File: config.mk
export PLATFORM = sky130hd
export DESIGN_NAME = dma_line_packer
export DESIGN_NICKNAME = d
export VERILOG_FILES = /design/src/rtl/dma_line_packer.sv
export SDC_FILE = /design/constraint.sdc
export NUM_CORES = 1
export LEC_CHECK = 0
export BUFFER_PORTS_ARGS = -buffer_cell sky130_fd_sc_hd__buf_4
export CAP_MARGIN = 0
export CORE_MARGIN = 8
export CORE_UTILIZATION = 53
export CTS_CLUSTER_DIAMETER = 120
export CTS_CLUSTER_SIZE = 30
export DETAILED_ROUTE_END_ITERATION = 8
export GPL_TIMING_DRIVEN = 0
export PLACE_DENSITY = 0.75
export SLEW_MARGIN = 10
export SYNTH_ARGS = -nofsm -noshare
export SYNTH_HDL_FRONTEND = slang
export SYNTH_SLANG_ARGS = --single-unit
File: constraint.sdc
create_clock -name i_clk -period 5.7 [get_ports i_clk]
set_input_delay 0.57 -clock i_clk [delete_from_list [all_inputs] [get_ports i_clk]]
set_output_delay 0.57 -clock i_clk [all_outputs]
set_load 0.01 [all_outputs]
File: src/rtl/dma_line_packer.sv
// -----------------------------------------------------------------------------
// dma_line_packer
//   Packs narrow DRAM read-response beats (BEAT words each) into full
//   VSIZE-word SRAM lines and emits each completed line as a one-cycle
//   dma_write strobe (line address + line data) towards the RemapCache
//   write port. A job is one allocated region: a base line address and a
//   word count. A job of zero words completes immediately without writes.
//
//   Optional feature macro: DMA_PAD_EN
//     defined   : lanes of the final line beyond the job's word count are
//                 filled with the pad value latched at job_ack.
//     undefined : those lanes keep stale buffer contents.
//
// Ports
//   i_clk, i_rst_n   clock, asynchronous active-low reset
//   job_rdy/job_ack  job handshake (ack combinational, IDLE only)
//   i_job_hiaddr     first SRAM line address of the job
//   i_job_nword      words in the job (0..2^LBW)
//   i_pad_value      pad word, sampled at job_ack
//   beat_rdy/beat_ack DRAM beat handshake (ack combinational, FILL only)
//   i_beat_data      BEAT words, lane 0 in the low DBW bits
//   dma_write_dval   one-cycle line-write strobe
//   o_dma_whiaddr    line address for the strobe
//   o_dma_wdata      line data for the strobe, lane 0 in the low DBW bits
//   done_dval        one-cycle job-complete strobe
//   o_busy           high whenever the FSM is not IDLE
// -----------------------------------------------------------------------------
module dma_line_packer #(
  parameter  int LBW   = 10,
  parameter  int VSIZE = 32,
  parameter  int DBW   = 16,
  parameter  int BEAT  = 4,
  localparam int HBW   = LBW - $clog2(VSIZE)
) (
  input  logic                 i_clk,
  input  logic                 i_rst_n,
  input  logic                 job_rdy,
  output logic                 job_ack,
  input  logic [HBW-1:0]       i_job_hiaddr,
  input  logic [LBW:0]         i_job_nword,
  input  logic [DBW-1:0]       i_pad_value,
  input  logic                 beat_rdy,
  output logic                 beat_ack,
  input  logic [BEAT*DBW-1:0]  i_beat_data,
  output logic                 dma_write_dval,
  output logic [HBW-1:0]       o_dma_whiaddr,
  output logic [VSIZE*DBW-1:0] o_dma_wdata,
  output logic                 done_dval,
  output logic                 o_busy
);

  localparam int OFFW = $clog2(VSIZE);

  typedef enum logic [1:0] {S_IDLE, S_FILL, S_ZERO} state_t;

  state_t                    r_state;
  logic [HBW-1:0]            r_hiaddr;
  logic [LBW:0]              r_nword;
  logic [LBW:0]              r_wptr;
  logic [VSIZE-1:0][DBW-1:0] r_line;
  logic [VSIZE-1:0][DBW-1:0] r_wdata;
  logic [HBW-1:0]            r_whiaddr;
  logic                      r_dval;
  logic                      r_done;

  logic                      w_beat_fire;
  logic                      w_last;
  logic                      w_line_end;
  logic [LBW:0]              w_wptr_next;
  logic [BEAT-1:0][DBW-1:0]  w_beat;
  logic [VSIZE-1:0][DBW-1:0] w_next_line;

`ifdef DMA_PAD_EN
  logic [DBW-1:0]            r_pad;
`else
  logic                      w_unused_pad;
  assign w_unused_pad = ^i_pad_value;
`endif

  // Job word index held by lane j of the line the pointer currently sits in.
  function automatic logic [LBW:0] lane_idx(input logic [LBW:0] wptr, input int j);
    return {wptr[LBW:OFFW], OFFW'(j)};
  endfunction

  assign w_beat      = i_beat_data;
  // Reset gates the acks so every output reads 0 while i_rst_n is low.
  assign job_ack     = i_rst_n && (r_state == S_IDLE) && job_rdy;
  assign beat_ack    = (r_state == S_FILL) && beat_rdy;
  assign w_beat_fire = beat_ack;
  assign w_wptr_next = r_wptr + (LBW+1)'(BEAT);
  assign w_last      = (w_wptr_next >= r_nword);
  assign w_line_end  = (r_wptr[OFFW-1:0] == OFFW'(VSIZE - BEAT));

  // Line buffer as it will look after the current beat lands. The flush
  // copies this merged view, so a line completes on the same edge as its
  // last beat and the next beat can land during the strobe cycle.
  always_comb begin
    // NOTE: default assignment first so no path leaves w_next_line unassigned (no latch).
    w_next_line = r_line;
    for (int j = 0; j < VSIZE; j++) begin
      // Words past the job end are consumed but never written.
      if (w_beat_fire && ((j / BEAT) * BEAT == int'(r_wptr[OFFW-1:0])) &&
          (lane_idx(r_wptr, j) < r_nword))
        w_next_line[j] = w_beat[j % BEAT];
`ifdef DMA_PAD_EN
      if (w_beat_fire && w_last && (lane_idx(r_wptr, j) >= r_nword))
        w_next_line[j] = r_pad;
`endif
    end
  end

  always_ff @(posedge i_clk or negedge i_rst_n) begin
    if (!i_rst_n) begin
      r_state   <= S_IDLE;
      r_hiaddr  <= '0;
      r_nword   <= '0;
      r_wptr    <= '0;
      // NOTE: the line buffer is ordinary flops rather than a RAM macro, so it
      // is cleared with the rest of the state and a reset drops a partial line.
      r_line    <= '0;
      r_wdata   <= '0;
      r_whiaddr <= '0;
      r_dval    <= 1'b0;
      r_done    <= 1'b0;
`ifdef DMA_PAD_EN
      r_pad     <= '0;
`endif
    end else begin
      // NOTE: state uses non-blocking updates so every branch sees pre-edge values.
      r_dval <= 1'b0;
      r_done <= 1'b0;
      case (r_state)
        S_IDLE: begin
          if (job_ack) begin
            r_hiaddr <= i_job_hiaddr;
            r_nword  <= i_job_nword;
            r_wptr   <= '0;
`ifdef DMA_PAD_EN
            r_pad    <= i_pad_value;
`endif
            if (i_job_nword == '0) begin
              r_state <= S_ZERO;
              r_done  <= 1'b1;   // visible during the single ZERO cycle
            end else begin
              r_state <= S_FILL;
            end
          end
        end
        S_ZERO: r_state <= S_IDLE;
        S_FILL: begin
          if (w_beat_fire) begin
            r_line <= w_next_line;
            r_wptr <= w_wptr_next;
            if (w_line_end || w_last) begin
              r_wdata   <= w_next_line;
              r_whiaddr <= r_hiaddr;
              r_hiaddr  <= r_hiaddr + 1'b1;   // wraps silently at 2^HBW
              r_dval    <= 1'b1;
            end
            if (w_last) begin
              r_done  <= 1'b1;
              r_state <= S_IDLE;
            end
          end
        end
        default: r_state <= S_IDLE;
      endcase
    end
  end

  assign dma_write_dval = r_dval;
  assign o_dma_whiaddr  = r_whiaddr;
  assign o_dma_wdata    = r_wdata;
  assign done_dval      = r_done;
  assign o_busy         = (r_state != S_IDLE);

endmodule
# Word-level counts from Yosys, hierarchy flattened
# Cells that the tools add are included.
# word_totals
ff_bits	1060
inputBits	100
output_inout_bits	522
word_cells	226
# classes
add_sub_neg	2
n_lt_le_gt_ge	33
eq_ne	13
mux	52
n_reduce_logical	55
# ops
cell	n
16-bit 2-to-1 mux	32
11-bit less-than comparator	32
1-bit logical AND	43
11-bit 2-to-1 mux	2
11-bit one-hot mux with 2 select lines	1
5-bit == test, first input constant	4
5-bit 2-to-1 mux	3
11-bit by 3-bit adder with 11-bit output, second input constant	1
11-bit >= comparator	1
11-bit zero test	1
4-bit by 5-bit == test with 1-bit output, first input constant	2
5-bit one-hot mux with 2 select lines	1
3-bit AND reduction	3
2-bit 2-to-1 mux	4
1-bit 2-to-1 mux	7
2-bit inequality test, second input constant	3
5-bit by 1-bit adder with 5-bit output, second input constant	1
3-bit by 5-bit == test with 1-bit output, first input constant	1
5-bit == test, second input constant	1
5-bit zero test	1
2-bit one-hot mux with 2 select lines	1
2-bit AND reduction	2
4-bit AND reduction	1
2-bit nonzero test	2
5 further kinds	5

# Logic depth before layout (Yosys ltp)
# Gate-level depths: netlist (run 1).
# logic_depth
ltp_word	6
mapped_depth	12
ltp_nobuf	10

# Worst setup path after synthesis (run 1)
# OpenSTA, ideal clock, no wires.
# synth_timing
path_type	reg-to-reg
startpoint	reg r_wptr[4]
endpoint	reg r_wdata, in the netlist o_dma_wdata[0]
setup_ns	0.125
arrival_time_ns	2.902
t_required_ns	5.575
path_slack_ns	2.673
path_stages_with_launch	12
path_buffers	2
period_less_slack_ns	3.027
cell_sequence	dfrtp_1 > and3_1 > and3_1 > xor2_1 > ha_1 > and3_1 > and3_1 > a31oi_1 > a31oi_1 > buf_2 > buf_2 > mux2_2
# synth_via
elab_chain_cells	4
elab_cells_between_ends	9
classes_between	add/sub: 1; order compare: 1; eq/ne: 1; mux: 1; reduce/logical: 5
# synth_rtl
element	line	source
start: declaration	59	logic [LBW:0] r_wptr;
start signal: assignment	153	r_wptr <= w_wptr_next;
11-bit by 3-bit adder with 11-bit output / 5-bit zero test (equally long branches)	90, 102	
11-bit >= comparator / 1-bit logical AND (equally long branches)	91, 102	
1-bit logical OR / 1-bit logical AND (equally long branches)	154, 102	
3-bit AND reduction (no line) / 16-bit 2-to-1 mux (equally long branches)	-	
end signal: assignment	155	r_wdata <= w_next_line;
end: declaration	61	logic [VSIZE-1:0][DBW-1:0] r_wdata;
# Parallel ways exist; a longest one is shown, timed or not.
# A chain may end at the register's enable or synchronous reset.

# Final worst setup path (run 1)
# layout_timing
startpoint	reg r_nword[2]
endpoint	reg r_wdata, in the netlist o_dma_wdata[441]
# layout_via
elab_chain_cells	3
elab_cells_between_ends	6
classes_between	order compare: 2; mux: 1; reduce/logical: 3
# layout_rtl
element	line	source
start: declaration	58	logic [LBW:0] r_nword;
start signal: assignment	136	r_nword <= i_job_nword;
11-bit >= comparator / 11-bit less-than comparator (equally long branches)	91, 103	
1-bit logical OR / 1-bit logical AND (equally long branches)	154, 102	
3-bit AND reduction (no line) / 16-bit 2-to-1 mux (equally long branches)	-	
# Parallel ways exist; a longest one is shown, timed or not.

==> results of run 1 <==
-- metal layers --
| metal | vias up | track usage, % |
|---|---|---|
| li1 | 9887 | - |
| met1 | 12100 | 30.4 |
| met2 | 498 | 42.2 |
| met3 | 140 | 5.88 |
| met4 | 0 | 7.68 |
| met5 | - | 0 |
-- power by group --
part	switching [W]	internal [W]	total, W
sequential	0.00147	0.0109	0.0123
clock	0.00220	0.00132	0.00352
combinational	0.00470	0.00536	0.0101
-- kinds of logic (layout without fill, tap and decap cells) --
family | after synthesis | after routing
flops | 1058 | 1058
other cells | 0 | 3
xor+xnor | 6 | 6
buf+inv | 121 | 776
compound gates | 96 | 96
simple gates | 99 | 99
mux | 1031 | 1031
fa+ha+maj | 23 | 23
-- worst max-delay path, delay by kind of cell, from the launching register on --
family | cells | cell delay, ns
AO/OA/AOI/OAI | 3 | 0.86
adder cells (fa/ha/maj) | 1 | 0.30
buffers and inverters | 5 | 2.34
flip-flops | 1 | 0.34
multiplexers | 1 | 0.38
AND/OR/NAND/NOR | 1 | 0.29
-- cell usage after synthesis, drive strengths merged, types with 2 or more instances --
| library cell | count |
|---|---|
| and3 | 8 |
| nor3b | 2 |
| a211oi | 24 |
| nor2b | 3 |
| a31oi | 2 |
| nand2 | 40 |
| ha | 23 |
| and2 | 2 |
| o21ai | 32 |
| xor2 | 2 |
| a22o | 4 |
| o22ai | 3 |
| nor3 | 8 |
| o211ai | 10 |
| nand4 | 6 |
| buf | 90 |
| clkbuf | 14 |
| nand3 | 13 |
| xnor2 | 4 |
| or2 | 2 |
| a21oi | 9 |
| dfrtp | 1058 |
| o211a | 2 |
| inv | 17 |
| a21o | 4 |
| nor4 | 2 |
| mux2 | 1031 |
| nand2b | 2 |
| nor2 | 6 |
-- cell type report --
class / instances / area share, %
tap: 978 / 2.58
clock buffer: 41 / 2.16
multi-input combinational: 1255 / 28.0
inverter: 17 / 0.135
timing repair buffer: 612 / 9.99
buffer: 104 / 1.27
clock inverter: 2 / 0.0528
sequential: 1058 / 55.8
antenna: 3 / 0.0158
-- stage by stage --
| stage | hold WS, ns | power [W] | util [%] | setup WS (ns) |
|---|---|---|---|---|
| after floorplan | 0.274 | 0.0177 | - | 2.67 |
| after global placement | 0.475 | 0.0221 | 61.0 | -7.97 |
| after detailed placement | 0.478 | 0.0227 | 61.2 | 1.11 |
| after CTS | 0.167 | 0.0262 | 62.6 | 1.04 |
| after global routing | 0.196 | 0.0273 | 62.7 | 0.733 |
| final | 0.215 | 0.0259 | 62.7 | 1.05 |
-- state kept, by name, summed over array words and instances, names as in the netlist --
signal          cells
dma_write_dval      1
r_nword            11
r_line            512
r_hiaddr            5
done_dval           1
o_dma_whiaddr       5
o_dma_wdata       512
r_state             2
r_wptr              9
-- worst paths after layout --
check                               start          endpoint
min in group asynchronous         i_rst_n  o_dma_wdata[192]
setup / recovery               r_nword[2]  o_dma_wdata[441]
max in group asynchronous         i_rst_n  o_dma_wdata[126]
hold reg to reg               r_line[502]       r_line[502]
hold / removal             i_job_nword[8]        r_nword[8]
setup reg to reg               r_nword[2]  o_dma_wdata[441]
-- timing repair --
item / 4_1_cts / 5_1_grt
endpoints found under the hold margin: 97 / 0
hold buffers: 1 / 0
endpoints found under the setup margin: 0 / 0
==> results.toml, run 1 <==
[global_route]
grt.overflow.total = 0
grtUsageTotal_pct = 24.5
grt_max_degree = 179
grt_pass1_vias = 25000
grt_pass1_wl_um = 160000
antenna_found_initial = 3

[route]
met2_wirelength_um = 53300
dr.pass1.iters = 5
drtIter0Drc = 1106
wire_per_inst_um = 26.1
ant_nets = 0
met3_length_um = 6070
remaining_drc_errors = 0
via_count = 22600
routed_via_density = 5.55
topRoutingLayerUsed = "met4"
wl_met1_um = 43200
wl_um = 106000

[synthesis]
synth.top_cells.by_area = "dfrtp_1 (66%), mux2_2 (29%), buf_2 (0.82%)"
yosys.area.top_type = "dfrtp_1"
synth_xor_area_share_pct = 0.130
ys_seq_area_share_pct = 65.5
async_flop_share_pct = 100
synth_ff_type = "dfrtp_1"
synth_top_family_by_area = "multiplexers"
synth.area.mux_share_pct = 28.7
synth_edf_count = 0
netlist_instances = 2434
ys_ff_latch = 1058
syn_nets = 2557
yosysTopAreaCellShare_pct = 65.5
netlist_area_sq_um = 40400
synth-simple-area-share_pct = 1.31
synth_compound_gate_area_share_pct = 1.94
synth-adder-area-share_pct = 0.712
avgSynthCellArea_sq_um = 16.6
ys_warn_count = 0
synth.distinct_cells = 50

[worst_setup_path]
endpoint_kind = "flip-flop"
required_ns = 6.19
slowest_delay_ns = 0.97
cp.arrival_ns = 5.13
crit_slowest_cell = "clkbuf_1"
crit_top_cell = "clkbuf_1"
crit_chain = "clkbuf_1 > clkbuf_1 > inv_1 > ha_1 > nor3b_1 > o2111a_1 > o21ai_1 > a31oi_1 > clkbuf_1 > buf_2 > mux2_2"
path_class = "flip-flop to flip-flop"
ff2ff_path_depth = 11
path_max_fanout = 10
r2r_slack_ns = 1.05
worstSetupStartpointType = "flip-flop"

[finish]
final_cell_mix = "dfrtp_1 (1058), mux2_2 (1031), buf_4 (617)"
seq_area_sq_um = 26500
fin_area_sq_um = 47400
multi_input_area_sq_um = 13300
fin_cells = 4070
fillCellCount = 5543
final_common_cell = "dfrtp_1"
area_growth_pct = 17.4
nets = 3212
drive_above_1_share_pct = 58.7

[sta]
fin_crit_ns = 4.65
setup_violations = 0
hold_violations = 0
grt_setup_unrepaired = "no"
relSlewSlack_pct = 16.2
fin_crit_sh_pct = 81.5
fin_skew_ns = 0.0230
tightestPinTransition_ns = 1.26
fmax_mhz = 215
setup_tns_ns = 0
maxSlewViolCount = 0

[clocking]
cts_buffers = 41
htreeDepth = 2
cts_resized = 0
clock-sinks = 1058
cts_tree = "built"
clk_pin_slew_ns = 0.11
clkLatencyLatePin_ns = 0.60
cts_setup_buffers = 0
clock_path_buffers = 3
clock-root-buffer = "clkbuf_16"

[power]
irDropWorstVdd_mv = 0.363
pwr_density_cell_nw_per_um2 = 546
p_leak_nw = 22.6

[run]
cap_violations = 0

[placed_design]
place_area_sq_um = 46400
place_hpwl_um = 79100
dp_cells = 4023
gp_congestion = 0.830
io_buffers = 605

[hold_path]
min_path_type = "input port to flip-flop"
whs_path_depth = 3

[floorplanning]
die_height_um = 292
dieArea_sq_um = 85300
start_util_pct = 53.4
boundaryPins = 622
coreArea_sq_um = 75700
die_x_um = 292
num_rows = 101

[run_status]
status = "complete, no violations"
Note: power is estimated with default switching activity, not from simulation.
==> inputs of run 2 (changes only) <==
- CORE_UTILIZATION: 53 -> 51
- PLACE_DENSITY: 0.75 -> 0.76
- clock period: 5.7 -> 3.8 ns (I/O delays scaled with it)
==> results.toml, run 2 (synthesis gave the netlist of run 1 again) <==
[power]
p_leak_nw = 22.7
pwr_density_cell_nw_per_um2 = 817
swShare_pct = 32.5
p_int_w = 0.0265
irDropWorstVdd_mv = 0.481
p_comb_share_pct = 39.0
switchingPower_w = 0.0128
total_power_w = 0.0393
clkPwrFrac_pct = 13.6
seq_power_share_pct = 47.3

[finish]
area_growth_pct = 18.9
final_cell_mix = "dfrtp_1 (1058), mux2_2 (1031), buf_4 (629)"
final_common_cell = "dfrtp_1"
multi_input_area_sq_um = 13400
fin_area_sq_um = 48000
nets = 3228
drive_above_1_share_pct = 59.2
fillCellCount = 5908
seq_area_sq_um = 26500

[worst_setup_path]
path_max_fanout = 10
r2r-start = "r_wptr[10]"
crit_chain = "ha_1 > a21oi_1 > nand4_1 > a211oi_4 > buf_4 > mux2_2 > mux2_2"
slowest_delay_ns = 0.68
crit_top_cell = "mux2_2"
required_ns = 4.29
r2r_slack_ns = 0.06
worstSetupStartpointType = "flip-flop"
crit_buf_inv = 1
r2r_end = "o_dma_wdata[334]"
ff2ff_path_depth = 7
crit_slowest_cell = "a211oi_4"
cp.arrival_ns = 4.23
cp_top_family = "compound AO/OA/AOI/OAI gates"
endpoint_kind = "flip-flop"
path_class = "flip-flop to flip-flop"

[sta]
grt_setup_unrepaired = "no"
fin_crit_sh_pct = 98.4
fin_hold_ws_ns = 0.0432
fin_skew_ns = 0.0199
tightestPinTransition_ns = 0.990
fmax_mhz = 267
maxSlewViolCount = 0
fin_crit_ns = 3.74
hold_violations = 0
setup_violations = 0
relSlewSlack_pct = 33.9

[placed_design]
place_area_sq_um = 46500
gp_congestion = 0.849
io_buffers = 605
place_hpwl_um = 80500

[hold_path]
min_delay_worst_endpoint = "r_nword[0]"
min_path_type = "input port to flip-flop"
holdCritStartpoint = "i_job_nword[0]"
whs_path_depth = 3

[route]
dr.pass1.iters = 4
routed_via_density = 5.51
ant_nets = 0
wire_per_inst_um = 26.2
via_count = 22900
wl_um = 109000
drtIter0Drc = 1124
remaining_drc_errors = 0

[global_route]
grt.overflow.total = 0
grtUsageTotal_pct = 24.1
grt_max_degree = 180
grt_pass1_wl_um = 165000
antenna_found_initial = 5
grt_pass1_vias = 25000

[floorplanning]
die_x_um = 297
coreArea_sq_um = 78700
start_util_pct = 51.3
boundaryPins = 622
die_height_um = 297
dieArea_sq_um = 88500
num_rows = 103

[clocking]
clock-root-buffer = "clkbuf_16"
clock-sinks = 1058
clkLatencyLatePin_ns = 0.62
clk_pin_slew_ns = 0.11
htreeDepth = 2
cts_tree = "built"
clock_path_buffers = 3
cts_buffers = 41

[run]
cap_violations = 0

[run_status]
status = "complete, no violations"
## run 2: cell types whose count changed in the layout (fill, tap and decap cells not counted), moves of 2 or more
cell           previous run  this run
clkbuf_1                 14         7
a31oi_1                   2         0
diode_2                   3         6
buf_6                    11        17
a211oi_2                 24         9
dlygate4sd3_1             1         4
clkbuf_16                41        44
buf_4                   617       629
clkbuf_4                  0        19
buf_2                    66        44
a211oi_4                  0        15
## run 2: area by class of cell
type                            count  share of cell area, %
Antenna cell                        6                 0.0313
Sequential cell                  1058                   55.1
Timing Repair Buffer              629                   10.3
Clock buffer                       43                   2.24
Multi-Input combinational cell   1255                   27.9
Buffer                            103                   1.45
Clock inverter                      3                 0.0755
Tap cell                         1050                   2.74
Inverter                           17                  0.133
## run 2: layer usage
metal / track usage (%) / share of wire (%) / wire length [um]
met3: 6.07 / 6.5 / 7050
met4: 8.20 / 3.7 / 4000
met2: 40.7 / 49 / 53900
met5: 0 / 0.013 / 14
met1: 30.4 / 40 / 44000
## run 2: timing repair
item,4_1_cts,5_1_grt
buffers inserted,0,11
pin swaps,0,9
cloned,1,1
gates resized for setup,19,44
endpoints found under the hold margin,103,0
hold buffers,5,0
setup endpoints to repair,511,510
## run 2: worst max-delay path by stage
| stage | startpoint | to | slack, ns | cells past startpoint |
|---|---|---|---|---|
| after floorplan | r_wptr[4] | o_dma_wdata[0] | 0.77 | 11 |
| after global placement | i_rst_n | job_ack | -9.46 | 5 |
| after detailed placement | r_nword[2] | o_dma_wdata[385] | -0.82 | 11 |
| after CTS | r_wptr[10] | o_dma_wdata[364] | -0.07 | 7 |
| after global routing | r_wptr[10] | o_dma_wdata[334] | 0.001 | 7 |
| final | r_wptr[10] | o_dma_wdata[334] | 0.06 | 7 |
## run 2: worst reg2reg max path: cells and delay by family (launching register included)
family	cells	cell delay [ns]
buffers and inverters	1	0.35
AND/OR/NAND/NOR	1	0.60
adder cells (fa/ha/maj)	1	0.35
multiplexers	2	0.66
flip-flops	1	0.42
AO/OA/AOI/OAI	2	1.25
## run 2: power by group through the flow
| stage | registers [W] | clock network (W) | logic [W] |
|---|---|---|---|
| 6_report | 0.0186 | 0.00535 | 0.0153 |
| 5_1_grt | 0.0191 | 0.00588 | 0.0164 |
| 4_1_cts | 0.0186 | 0.00553 | 0.0154 |
| 3_5_place_dp | 0.0188 | 0 | 0.0153 |
| 3_3_place_gp | 0.0186 | 0 | 0.0147 |
| 2_1_floorplan | 0.0192 | 0 | 0.00744 |
## run 2: through the flow
step	utilization (%)	TNS [ns]	setup WS, ns	cells
3_3_place_gp	58.8	-	-9.46	4089
6_report	61.0	0	0.0597	4164
3_5_place_dp	59.0	-323.30	-0.821	4095
4_1_cts	60.6	-0.985	-0.0711	4147
2_1_floorplan	-	0	0.773	2434
5_1_grt	61.0	0	0.00100	4161
==> inputs of run 3 (changes only) <==
- PLACE_DENSITY: 0.76 -> default
- PLACE_DENSITY_LB_ADDON: default -> 0.3
==> results.toml, run 3 (synthesis gave the netlist of run 1 again) <==
[sta]
relSlewSlack_pct = 33.3
setup_violations = 0
maxSlewViolCount = 0
fin_crit_ns = 3.62
fmax_mhz = 277
hold_violations = 393
fin_skew_ns = 0.0275
tightestPinTransition_ns = 0.999
setup_tns_ns = 0
fin_hold_ws_ns = -0.187
fin_crit_sh_pct = 95.2

[floorplanning]
coreArea_sq_um = 78700
boundaryPins = 622
num_rows = 103
start_util_pct = 51.3
die_height_um = 297
die_x_um = 297
dieArea_sq_um = 88500

[power]
p_leak_nw = 22.7
pwr_density_cell_nw_per_um2 = 817
irDropWorstVdd_mv = 0.453

[worst_setup_path]
path_class = "flip-flop to flip-flop"
cp.arrival_ns = 4.12
path_max_fanout = 10
r2r-start = "r_wptr[4]"
r2r_end = "o_dma_wdata[126]"
required_ns = 4.30
worstSetupStartpointType = "flip-flop"
endpoint_kind = "flip-flop"
ff2ff_path_depth = 11
r2r_slack_ns = 0.18

[global_route]
grtUsageTotal_pct = 23.8
grt_pass1_vias = 25100
grt_max_degree = 175
antenna_found_initial = 3
grt.overflow.total = 0
grt_pass1_wl_um = 163000

[run_status]
failed_checks = "hold timing"
status = "finished with violations"

[clocking]
clkLatencyLatePin_ns = 0.62
cts_buffers = 41
clock_path_buffers = 3
htreeDepth = 2
clock-root-buffer = "clkbuf_16"
clock-sinks = 1058
clk_pin_slew_ns = 0.12
cts_tree = "built"
cts_setup_buffers = 0

[placed_design]
io_buffers = 605
place_hpwl_um = 79500
place_area_sq_um = 46400
gp_congestion = 0.825

[finish]
nets = 3222
final_cell_mix = "dfrtp_1 (1058), mux2_2 (1031), buf_4 (622)"
area_growth_pct = 18.7
drive_above_1_share_pct = 58.9
fin_area_sq_um = 48000
final_common_cell = "dfrtp_1"

[route]
ant_nets = 0
wire_per_inst_um = 25.8
routed_via_density = 5.44
via_count = 22600
dr.pass1.iters = 5
wl_um = 107000
drtIter0Drc = 1152
remaining_drc_errors = 0

[hold_path]
min_path_type = "input port to asynchronous set/reset pin"

[run]
cap_violations = 0
## run 3: cell types whose count changed in the layout (fill, tap and decap cells not counted), sizes merged
cell	before	now
diode	6	4
dlygate4sd3	4	10
clkinv	1	0
clkbuf	71	60
buf	699	698
bufinv	0	1
## run 3: per-stage QoR
stage	std cells	utilization (%)	setup WS [ns]	total power [W]
global placement	4089	58.8	-9.61	0.0332
finish	4156	60.9	0.184	0.0392
detailed placement	4095	59.0	-0.897	0.0341
global route	4153	60.9	-0.00632	0.0414
floorplan	2434	-	0.773	0.0266
CTS	4153	60.7	0.0316	0.0395
## run 3: power breakdown
group	leakage [nW]	internal [W]	switching, W
logic	8.86	0.00809	0.00714
clock network	0.558	0.00214	0.00330
registers	13.3	0.0163	0.00222
total	22.7	0.0265	0.0127
## run 3: worst max-delay path: stages, from the launching register on
cell,delay [ns]
dfrtp_1,0.52
and3_1,0.21
and3_1,0.23
nand3_1,0.12
xnor2_1,0.16
ha_1,0.32
and3_1,0.22
o21ai_1,0.25
a31oi_4,0.35
buf_4,0.35
buf_2,0.37
mux2_2,0.39
## run 3: per-layer routing
| metal | global-route usage [%] | part of all wire (%) | vias up |
|---|---|---|---|
| met5 | 0 | 0.012 | - |
| li1 | - | - | 9896 |
| met1 | 29.7 | 41 | 12000 |
| met4 | 7.32 | 3.2 | 2 |
| met2 | 40.3 | 49 | 574 |
| met3 | 6.48 | 6.7 | 141 |
## run 3: layout make-up
class | count | area [sq um]
fillers | 5956 | 30800
flip-flops and latches | 1058 | 26500
multi-input cells | 1255 | 13400
repair buffers | 624 | 4910
well taps | 1050 | 1310
clock buffers | 43 | 1080
plain buffers | 102 | 657
inverters | 17 | 63.8
clock inverters | 3 | 58.8
diodes | 4 | 10.0
## run 3: worst max-delay path by stage
stage	endpoint	slack, ns	startpoint
finish	o_dma_wdata[126]	0.18	r_wptr[4]
global route	o_dma_wdata[62]	-0.006	r_wptr[4]
CTS	o_dma_wdata[377]	0.03	r_nword[10]
detailed placement	o_dma_whiaddr[1]	-0.90	r_nword[2]
global placement	r_hiaddr[1]	-9.61	i_rst_n
floorplan	o_dma_wdata[0]	0.77	r_wptr[4]
## run 3: what timing repair did
action | in CTS | in global routing
hold endpoints to repair | 135 | 283
setup endpoints to repair | 511 | 508
gates cloned | 1 | 0
hold buffers | 11 | 1
gates resized for setup | 18 | 29
pin swaps | 0 | 1
